## src/rtl/fetch_unit_pkg.sv

```systemverilog
`default_nettype none
// ============================================================================
//  Module      : CPU_def (package)
//  Description : Shared definitions for the MIPS core front end: PC width,
//                reset fetch address and the fetch-stage state encoding.
//  Revision    : 1.0 - initial release
// ============================================================================
package CPU_def;

    localparam int unsigned PC_BITS  = 32;
    localparam logic [31:0] RESET_PC = 32'h0000_0000;

    typedef enum logic [1:0] {
        IDLE = 2'd0,   // only reachable from reset
        REQ  = 2'd1,   // request presented, waiting for acceptance
        WAIT = 2'd2,   // one request outstanding, waiting for response
        HOLD = 2'd3    // fetched word held while decode is stalled
    } fetch_state_t;

endpackage : CPU_def
`default_nettype wire

```

## src/rtl/fetch_unit_perf_cnt.sv

```systemverilog
`default_nettype none
// ============================================================================
//  Module      : fetch_perf_cnt
//  Description : Two saturating event counters for the fetch stage
//                (captured responses and discarded wrong-path responses).
//  Ports       : clk        - clock, rising edge
//                clr_n      - asynchronous active-low reset
//                fetch_inc  - one captured response this cycle
//                kill_inc   - one discarded response this cycle
//                fetch_cnt  - captured response count (saturating)
//                kill_cnt   - discarded response count (saturating)
//  Revision    : 1.0 - initial release
// ============================================================================
module fetch_perf_cnt #(
    parameter int unsigned WIDTH = 32
) (
    input  logic             clk,
    input  logic             clr_n,
    input  logic             fetch_inc,
    input  logic             kill_inc,
    output logic [WIDTH-1:0] fetch_cnt,
    output logic [WIDTH-1:0] kill_cnt
);

    logic [WIDTH-1:0] r_fetch_cnt;
    logic [WIDTH-1:0] r_kill_cnt;

    // Counters stop at all-ones rather than wrapping.
    always_ff @(posedge clk or negedge clr_n) begin
        if (!clr_n) begin
            r_fetch_cnt <= '0;
            r_kill_cnt  <= '0;
        end else begin
            if (fetch_inc && (r_fetch_cnt != '1)) begin
                r_fetch_cnt <= r_fetch_cnt + WIDTH'(1);
            end
            if (kill_inc && (r_kill_cnt != '1)) begin
                r_kill_cnt <= r_kill_cnt + WIDTH'(1);
            end
        end
    end

    assign fetch_cnt = r_fetch_cnt;
    assign kill_cnt  = r_kill_cnt;

endmodule : fetch_perf_cnt
`default_nettype wire

```

## src/rtl/fetch_unit.sv

```systemverilog
`default_nettype none
// ============================================================================
//  Module      : fetch_unit
//  Description : Instruction-fetch stage. Owns the PC, issues one
//                instruction-memory request at a time, presents the fetched
//                word to the fetch/decode register, honours stall_f and
//                discards responses made stale by a decode redirect.
//  Options     : FETCH_PERF_EN - adds fetch_cnt / kill_cnt counter outputs.
//  Ports       : clk, clr_n (async active-low reset)
//                stall_f            - hold fetch outputs
//                pc_src_d           - redirect pulse, target pc_branch_d
//                imem_req/imem_addr - request, stable until imem_ready
//                imem_ready         - request accepted this cycle
//                imem_rvalid/rdata  - instruction response
//                instr_f/pc_plus_4f/valid_f - to fetch/decode register
//                fetch_cnt/kill_cnt - perf counters (FETCH_PERF_EN only)
//  Revision    : 1.0 - initial release
// ============================================================================
module fetch_unit
    import CPU_def::*;
#(
    parameter int unsigned        PC_BITS  = CPU_def::PC_BITS,
    parameter logic [PC_BITS-1:0] RESET_PC = PC_BITS'(CPU_def::RESET_PC)
) (
    input  logic               clk,
    input  logic               clr_n,
    input  logic               stall_f,
    input  logic               pc_src_d,
    input  logic [PC_BITS-1:0] pc_branch_d,
    output logic               imem_req,
    output logic [PC_BITS-1:0] imem_addr,
    input  logic               imem_ready,
    input  logic               imem_rvalid,
    input  logic [PC_BITS-1:0] imem_rdata,
    output logic [PC_BITS-1:0] instr_f,
    output logic [PC_BITS-1:0] pc_plus_4f,
    output logic               valid_f
`ifdef FETCH_PERF_EN
   ,output logic [31:0]        fetch_cnt,
    output logic [31:0]        kill_cnt
`endif
);

    localparam logic [PC_BITS-1:0] c_pc_step = PC_BITS'(4);

    fetch_state_t       r_state;
    fetch_state_t       w_state_nxt;
    logic               r_kill;
    logic               w_kill_nxt;
    logic [PC_BITS-1:0] r_pc;
    logic [PC_BITS-1:0] w_pc_nxt;
    logic [PC_BITS-1:0] r_addr;
    logic [PC_BITS-1:0] r_instr;
    logic [PC_BITS-1:0] r_pc_plus_4;
    logic               r_valid;
    logic               w_valid_nxt;
    logic               w_capture;
    logic [PC_BITS-1:0] w_pc_inc;
    logic [PC_BITS-1:0] w_target;
    logic               w_unused_bits;

    assign w_pc_inc      = r_pc + c_pc_step;
    assign w_target      = {pc_branch_d[PC_BITS-1:2], 2'b00};
    assign w_unused_bits = &{1'b0, pc_branch_d[1:0]};

    // ------------------------------------------------------------------
    // Next-state logic. A redirect outranks both stall_f and rvalid.
    // r_kill marks the single outstanding response as wrong-path; it is
    // only set when a request is (or will be) in flight, so it can never
    // cover more than one response.
    // ------------------------------------------------------------------
    always_comb begin
        w_state_nxt = r_state;
        w_kill_nxt  = r_kill;
        w_capture   = 1'b0;
        case (r_state)
            IDLE: begin
                w_state_nxt = REQ;
            end
            REQ: begin
                if (imem_ready) begin
                    w_state_nxt = WAIT;
                end
                if (pc_src_d) begin
                    w_kill_nxt = 1'b1;
                end
            end
            WAIT: begin
                if (imem_rvalid) begin
                    if (pc_src_d || r_kill) begin
                        // Wrong-path response: drop it, PC already holds
                        // (or is now loaded with) the target.
                        w_kill_nxt  = 1'b0;
                        w_state_nxt = REQ;
                    end else begin
                        w_capture   = 1'b1;
                        w_state_nxt = stall_f ? HOLD : REQ;
                    end
                end else if (pc_src_d) begin
                    w_kill_nxt = 1'b1;
                end
            end
            HOLD: begin
                if (pc_src_d || !stall_f) begin
                    w_state_nxt = REQ;
                end
            end
            default: begin
                w_state_nxt = IDLE;
            end
        endcase
    end

    always_comb begin
        w_pc_nxt = r_pc;
        if (pc_src_d) begin
            w_pc_nxt = w_target;
        end else if (w_capture) begin
            w_pc_nxt = w_pc_inc;
        end
    end

    // valid_f drops once decode consumes it (valid and not stalled),
    // unless a fresh word lands in the same cycle.
    always_comb begin
        w_valid_nxt = r_valid;
        if (pc_src_d) begin
            w_valid_nxt = 1'b0;
        end else if (w_capture) begin
            w_valid_nxt = 1'b1;
        end else if (r_valid && !stall_f) begin
            w_valid_nxt = 1'b0;
        end
    end

    // ------------------------------------------------------------------
    // State, PC and output registers. r_addr tracks the PC while no
    // request is being presented and freezes in REQ, so a redirect during
    // an unaccepted request does not disturb the address on the bus.
    // ------------------------------------------------------------------
    always_ff @(posedge clk or negedge clr_n) begin
        if (!clr_n) begin
            r_state     <= IDLE;
            r_kill      <= 1'b0;
            r_pc        <= RESET_PC;
            r_addr      <= RESET_PC;
            r_instr     <= '0;
            r_pc_plus_4 <= '0;
            r_valid     <= 1'b0;
        end else begin
            r_state <= w_state_nxt;
            r_kill  <= w_kill_nxt;
            r_pc    <= w_pc_nxt;
            if (r_state != REQ) begin
                r_addr <= w_pc_nxt;
            end
            if (w_capture) begin
                r_instr     <= imem_rdata;
                r_pc_plus_4 <= w_pc_inc;
            end
            r_valid <= w_valid_nxt;
        end
    end

    assign imem_req   = (r_state == REQ);
    assign imem_addr  = r_addr;
    assign instr_f    = r_instr;
    assign pc_plus_4f = r_pc_plus_4;
    assign valid_f    = r_valid;

`ifdef FETCH_PERF_EN
    logic w_discard;
    assign w_discard = (r_state == WAIT) && imem_rvalid && (pc_src_d || r_kill);

    fetch_perf_cnt #(
        .WIDTH     (32)
    ) u_perf_cnt (
        .clk       (clk),
        .clr_n     (clr_n),
        .fetch_inc (w_capture),
        .kill_inc  (w_discard),
        .fetch_cnt (fetch_cnt),
        .kill_cnt  (kill_cnt)
    );
`else
`endif

endmodule : fetch_unit
`default_nettype wire

```

## config.mk

```make
export PLATFORM = sky130hd
export DESIGN_NAME = fetch_unit
export DESIGN_NICKNAME = d
export VERILOG_FILES = /design/src/rtl/fetch_unit_pkg.sv /design/src/rtl/fetch_unit_perf_cnt.sv /design/src/rtl/fetch_unit.sv
export SDC_FILE = /design/constraint.sdc
export NUM_CORES = 1
export LEC_CHECK = 0
export CAP_MARGIN = 20
export CORE_ASPECT_RATIO = 0.8
export CORE_MARGIN = 3
export CORE_UTILIZATION = 40
export CTS_CLUSTER_DIAMETER = 120
export DETAILED_ROUTE_END_ITERATION = 10
export PLACE_DENSITY = 0.76
export SLEW_MARGIN = 20
export SYNTH_ARGS = -nofsm -noshare
export SYNTH_HDL_FRONTEND = slang
export SYNTH_SLANG_ARGS = --single-unit
```

## constraint.sdc

```tcl
create_clock -name clk -period 3 [get_ports clk]
set_input_delay 0.6 -clock clk [delete_from_list [all_inputs] [get_ports clk]]
set_output_delay 0.6 -clock clk [all_outputs]
set_load 0.1 [all_outputs]
```

; ---- Yosys cells after proc, flatten, opt, wreduce, memory -nomap -nowiden
; Cells that the tools add are included.
[word_totals]
out_inout_bits = 98
register_bits = 132
inputBits = 70
wordCells = 43
[classes]
eq_ne = 8
reduce_logical = 9
n_addsub = 1
n_mux = 18
[ops]
columns = op, count
row1 = $mux W32, 2
row2 = $add A32 B3 Y32 const B, 1
row3 = $mux W2, 5
row4 = $mux W1, 9
row5 = $pmux W2 S4, 1
row6 = $eq A2 B2 Y1 const B, 2
row7 = $ne A2 B1 Y1 const B, 2
row8 = $ne A2 B2 Y1 const B, 2
row9 = $ne A3 B3 Y1 const B, 1
row10 = $reduce_and A3 Y1, 1
row11 = $reduce_bool A3 Y1, 1
row12 = $eq A2 B1 Y1 const B, 1
row13 = $logic_not A2 Y1, 1
row14 = $logic_or A1 B1 Y1, 2
row15 = $pmux W1 S2, 1
row16 = $reduce_and A2 Y1, 1
row17 = $reduce_bool A2 Y1, 1
row18 = $logic_and A1 B1 Y1, 1
row19 = $logic_not A1 Y1, 1

; ---- Logic depth before layout (Yosys ltp)
[logic_depth]
depth_word = 6
depth_mapped = 8
mapped_depth_nobuf = 7

; ---- Worst setup path after synthesis
; Ideal clock, no wire load.
[synth_path]
path_kind = flip-flop to flip-flop
start = reg r_state[1]
end = reg r_addr[11] (netlist: imem_addr[11])
slack_ps = 781
setup_time_ps = 78
arrival_time_ps = 2141
synth_period_minus_slack_ps = 2219
n_path_buf = 1
stages_incl_launch_ff = 8
required_ps = 2922
cell_sequence = dfrtp_1 inv_1 ha_1 inv_1 clkbuf_1 nand2_1 o22ai_1 a21oi_1
[synth_between]
elab_chain_cells = 4
elab_cells_between_ends = 5
cone_classes = eq/ne: 2 / mux: 3
[synth_lines]
columns = item, line
row1 = "start, declared", fetch_unit.sv:46  ; fetch_state_t r_state;
row2 = "start signal, assigned", fetch_unit.sv:151  ; r_state <= w_state_nxt;
row3 = $eq A2 B2 Y1, fetch_unit.sv:76  ; case (r_state)
row4 = $mux W1, fetch_unit.sv:76
row5 = $mux W32, fetch_unit.sv:118  ; end else if (w_capture) begin
row6 = $mux W32, fetch_unit.sv:116  ; if (pc_src_d) begin
row7 = "end signal, assigned", fetch_unit.sv:155  ; r_addr <= w_pc_nxt;
row8 = "end, declared", fetch_unit.sv:52  ; logic [PC_BITS-1:0] r_addr;
; Several ways; a longest one is shown, not always the timed one.
; A chain may end at the register's enable or synchronous reset.

; ---- Final worst setup path
[layout_path]
start = reg r_pc[6]
end = reg r_addr[26] (netlist: imem_addr[26])
[layout_between]
elab_chain_cells = 3
[layout_lines]
columns = item, line
row1 = "start, declared", fetch_unit.sv:50  ; logic [PC_BITS-1:0] r_pc;
row2 = "start signal, assigned", fetch_unit.sv:153  ; r_pc <= w_pc_nxt;
row3 = $add A32 B3 Y32, fetch_unit.sv:62  ; assign w_pc_inc = r_pc + c_pc_step;
row4 = $mux W32, fetch_unit.sv:118
row5 = $mux W32, fetch_unit.sv:116
; Every way passes these cells.

==> summary.txt <==
Run status
  • Outcome: finished, final reports clean

Synth
  • EDFF count, synth: 0
  • Synth Area in Simple Gates: 0.166
  • Syn nets: 649
  • Fraction of the mapped netlist area in compound gates: 0.0963
  • Post-Synth Adder-Cell Area: 0.0102
  • Multiplexer share of the synthesized area: 0.0930
  • Seq/Total Area, Yosys: 0.537
  • Xor-xnor portion of the synthesized cell area: 0.0613
  • Cell variety after synth: 51
  • Ys async rst share: 1.00
  • Largest family of logic cells by synthesized area: simple AND/OR/NAND/NOR gates
  • Yosys reg bits: 132
  • Most used DFF post-synth: dfrtp_1
  • Synth Warn #: 0
  • Cell count after synthesis: 574
  • Mean Syn Cell Area: 10.7 um2
  • Most area-hungry cell type in the Yosys netlist: dfrtp_1
  • Synth top area cells: dfrtp_1 (54%), mux2_2 (9.0%), nor2_1 (4.1%)
  • Post-synthesis cell area: 6150 um2
  • Yosys top cell area share: 0.537

Clock network
  • Clock Tree Root: clkbuf_16
  • Postcts setup bufs: 0
  • CTS Buf Count: 17
  • Post-cts sizing count: 0
  • CTS sink count: 132
  • Max H-tree Level: 4
  • # hold bufs at CTS: 0
  • Clock tree buffer depth: 2
  • Clock-pin slew on the worst setup and hold paths: 0.06 ns
  • Clk_lat worst skew: 0.41 ns
  • CTS tree: done

Run
  • Max-Cap Viols: 0

Worst setup path
  • Reg2reg start: r_pc[6]
  • Crit path capture type: flip-flop
  • Data required, critical path: 3.29 ns
  • Arr. time, crit path: 2.71 ns
  • R2R setup slack: 0.58 ns
  • Worst R2R Path Depth: 6
  • CP Class: reg -> reg
  • Setup crit start kind: flip-flop
  • Worst Setup SP: r_pc[6]
  • CP max FO: 9

Placed design
  • Port-buffer cells: 165
  • Final HPWL DP: 11.6 mm
  • Placer Congestion: 0.864

Finish
  • Leading cell type in the layout, fill and taps excluded: dfrtp_1
  • Leading cell types in the layout, fill and taps excluded: dfrtp_1 (132), buf_4 (106), nor2_1 (66), clkdlybuf4s50_1 (65), nand2_1 (50)
  • Layout cell share with drive strength beyond 1: 0.284
  • Area of the multi-input gates: 2630 um2
  • Diodes inserted: 0
  • FILL cells: 1234
  • Area Overhead vs Synth: 35.1%
  • Final layout net count: 804
  • Register Area: 3300 um2

Global routing
  • Vias in the first global route: 4620
  • Total gr overflow: 0
  • Antenna violations before repair: 0
  • Overall routing resource usage: 0.185
  • Largest net degree at the start of global routing: 65
  • First-pass GRT wire length: 24.2 mm

Route
  • Pre-Repair DR Iteration Count: 4
  • DRT iter0 DRCs: 302
  • ANT nets after route: 0
  • WL final: 15.7 mm
  • Residual DRC count: 0
  • Via count: 4808
  • Vias per cell: 5.19
  • Mean routed wirelength per cell: 16.9 um

Timing
  • Endpoints failing setup: 0
  • Fin crit period: 2.42 ns
  • Max Clock Skew: 0.0119 ns
  • Peak Freq: 413 MHz
  • Max-Slew Margin vs Limit: 0.485
  • RSZ-0062 raised after global routing: false
  • Final period utilization: 0.807
  • Setup TNS: 0 ns
  • Final hold violations: 0
  • Slew @ Worst Pin: 0.771 ns
  • Slew Limit Fails: 0

Die
  • Placement row count: 39
  • Initial Util: 0.420
  • Die W: 145 um
  • Boundary pin count: 168
  • Die Footprint: 16900 um2
  • Die Ht: 117 um
  • Core ar.: 14600 um2

Min path
  • HP Class: in -> async
==> flip-flops by register name (all words and copies together) (netlist names) <==
name,flops
imem_addr,32
instr_f,32
pc_plus_4f,32
r_pc,32
r_state,2
r_kill,1
valid_f,1
==> synthesized netlist by cell type, types with 2 or more instances <==
library cell / n
a31oi_1: 4
buf_4: 4
buf_2: 13
nor3_1: 15
o31a_1: 3
nand4_1: 13
nand3_1: 16
nor3_2: 2
nor4_2: 3
ha_1: 5
o21a_1: 4
nor4_1: 2
and3_1: 4
mux2_2: 49
xnor2_1: 21
o22ai_1: 9
a21oi_1: 38
nor2b_1: 4
xor2_1: 22
o31ai_2: 2
o41ai_1: 2
or3_1: 2
a31o_2: 2
nor2_1: 67
o21ai_0: 18
dfrtp_1: 132
and2_1: 3
clkbuf_1: 21
nor4_4: 3
mux2i_1: 2
and4_1: 4
inv_1: 8
or4_1: 2
nand2_1: 50
o31ai_1: 9
==> worst paths after layout <==
check	to
setup reg to reg	imem_addr[26]
setup / recovery	imem_addr[26]
hold reg to reg	imem_addr[20]
min in group clk	imem_addr[20]
hold / removal	r_pc[0]
max in group asynchronous	instr_f[4]
==> logic make-up after synthesis <==
| family | after synthesis |
|---|---|
| xor gates and xnor gates | 43 |
| and+or+nand+nor | 197 |
| DFF | 132 |
| AOI/OAI and AO/OA | 97 |
| muxes | 51 |
| buffers and inverters | 49 |
| adders and majority gates | 5 |
==> per-layer routing <==
layer / routed length, um / part of all wire / vias to the layer above / track usage
li1: - / - / 2318 / -
met1: 7510 / 0.48 / 2296 / 0.275
met2: 6840 / 0.44 / 185 / 0.272
met3: 1240 / 0.079 / 9 / 0.0516
met4: 109 / 0.0069 / 0 / 0.0447
met5: 0 / 0 / - / 0
==> layout make-up <==
| class | instances | area share |
|---|---|---|
| clock inverters | 13 | 0.0163 |
| repair buffers | 176 | 0.184 |
| flip-flops and latches | 132 | 0.398 |
| inverters | 9 | 0.00407 |
| clock buffers | 19 | 0.0533 |
| well taps | 184 | 0.0277 |
| multi-input cells | 393 | 0.317 |
==> per-stage QoR <==
step | hold slack [ns] | instances | cell area [um2] | setup slack (ns) | utilization
after floorplan | 0.304 | 574 | 6150 | 0.781 | -
after global placement | 0.471 | 894 | 7730 | 0.397 | 0.528
after detailed placement | 0.474 | 894 | 7730 | 0.354 | 0.528
after CTS | 0.231 | 926 | 8310 | 0.586 | 0.567
after global routing | 0.253 | 926 | 8310 | 0.407 | 0.567
final | 0.213 | 926 | 8310 | 0.579 | 0.567
==> critical path, cell delays in order, from the launching register on <==
cell	delay [ns]
dfrtp_1	0.50
nand4_1	0.35
buf_4	0.29
or4_4	0.57
o31a_1	0.34
nor3_2	0.16
o31ai_2	0.09
Power is not shown: default switching activity piles up to over one toggle a cycle in this logic, so the estimate is an artifact.
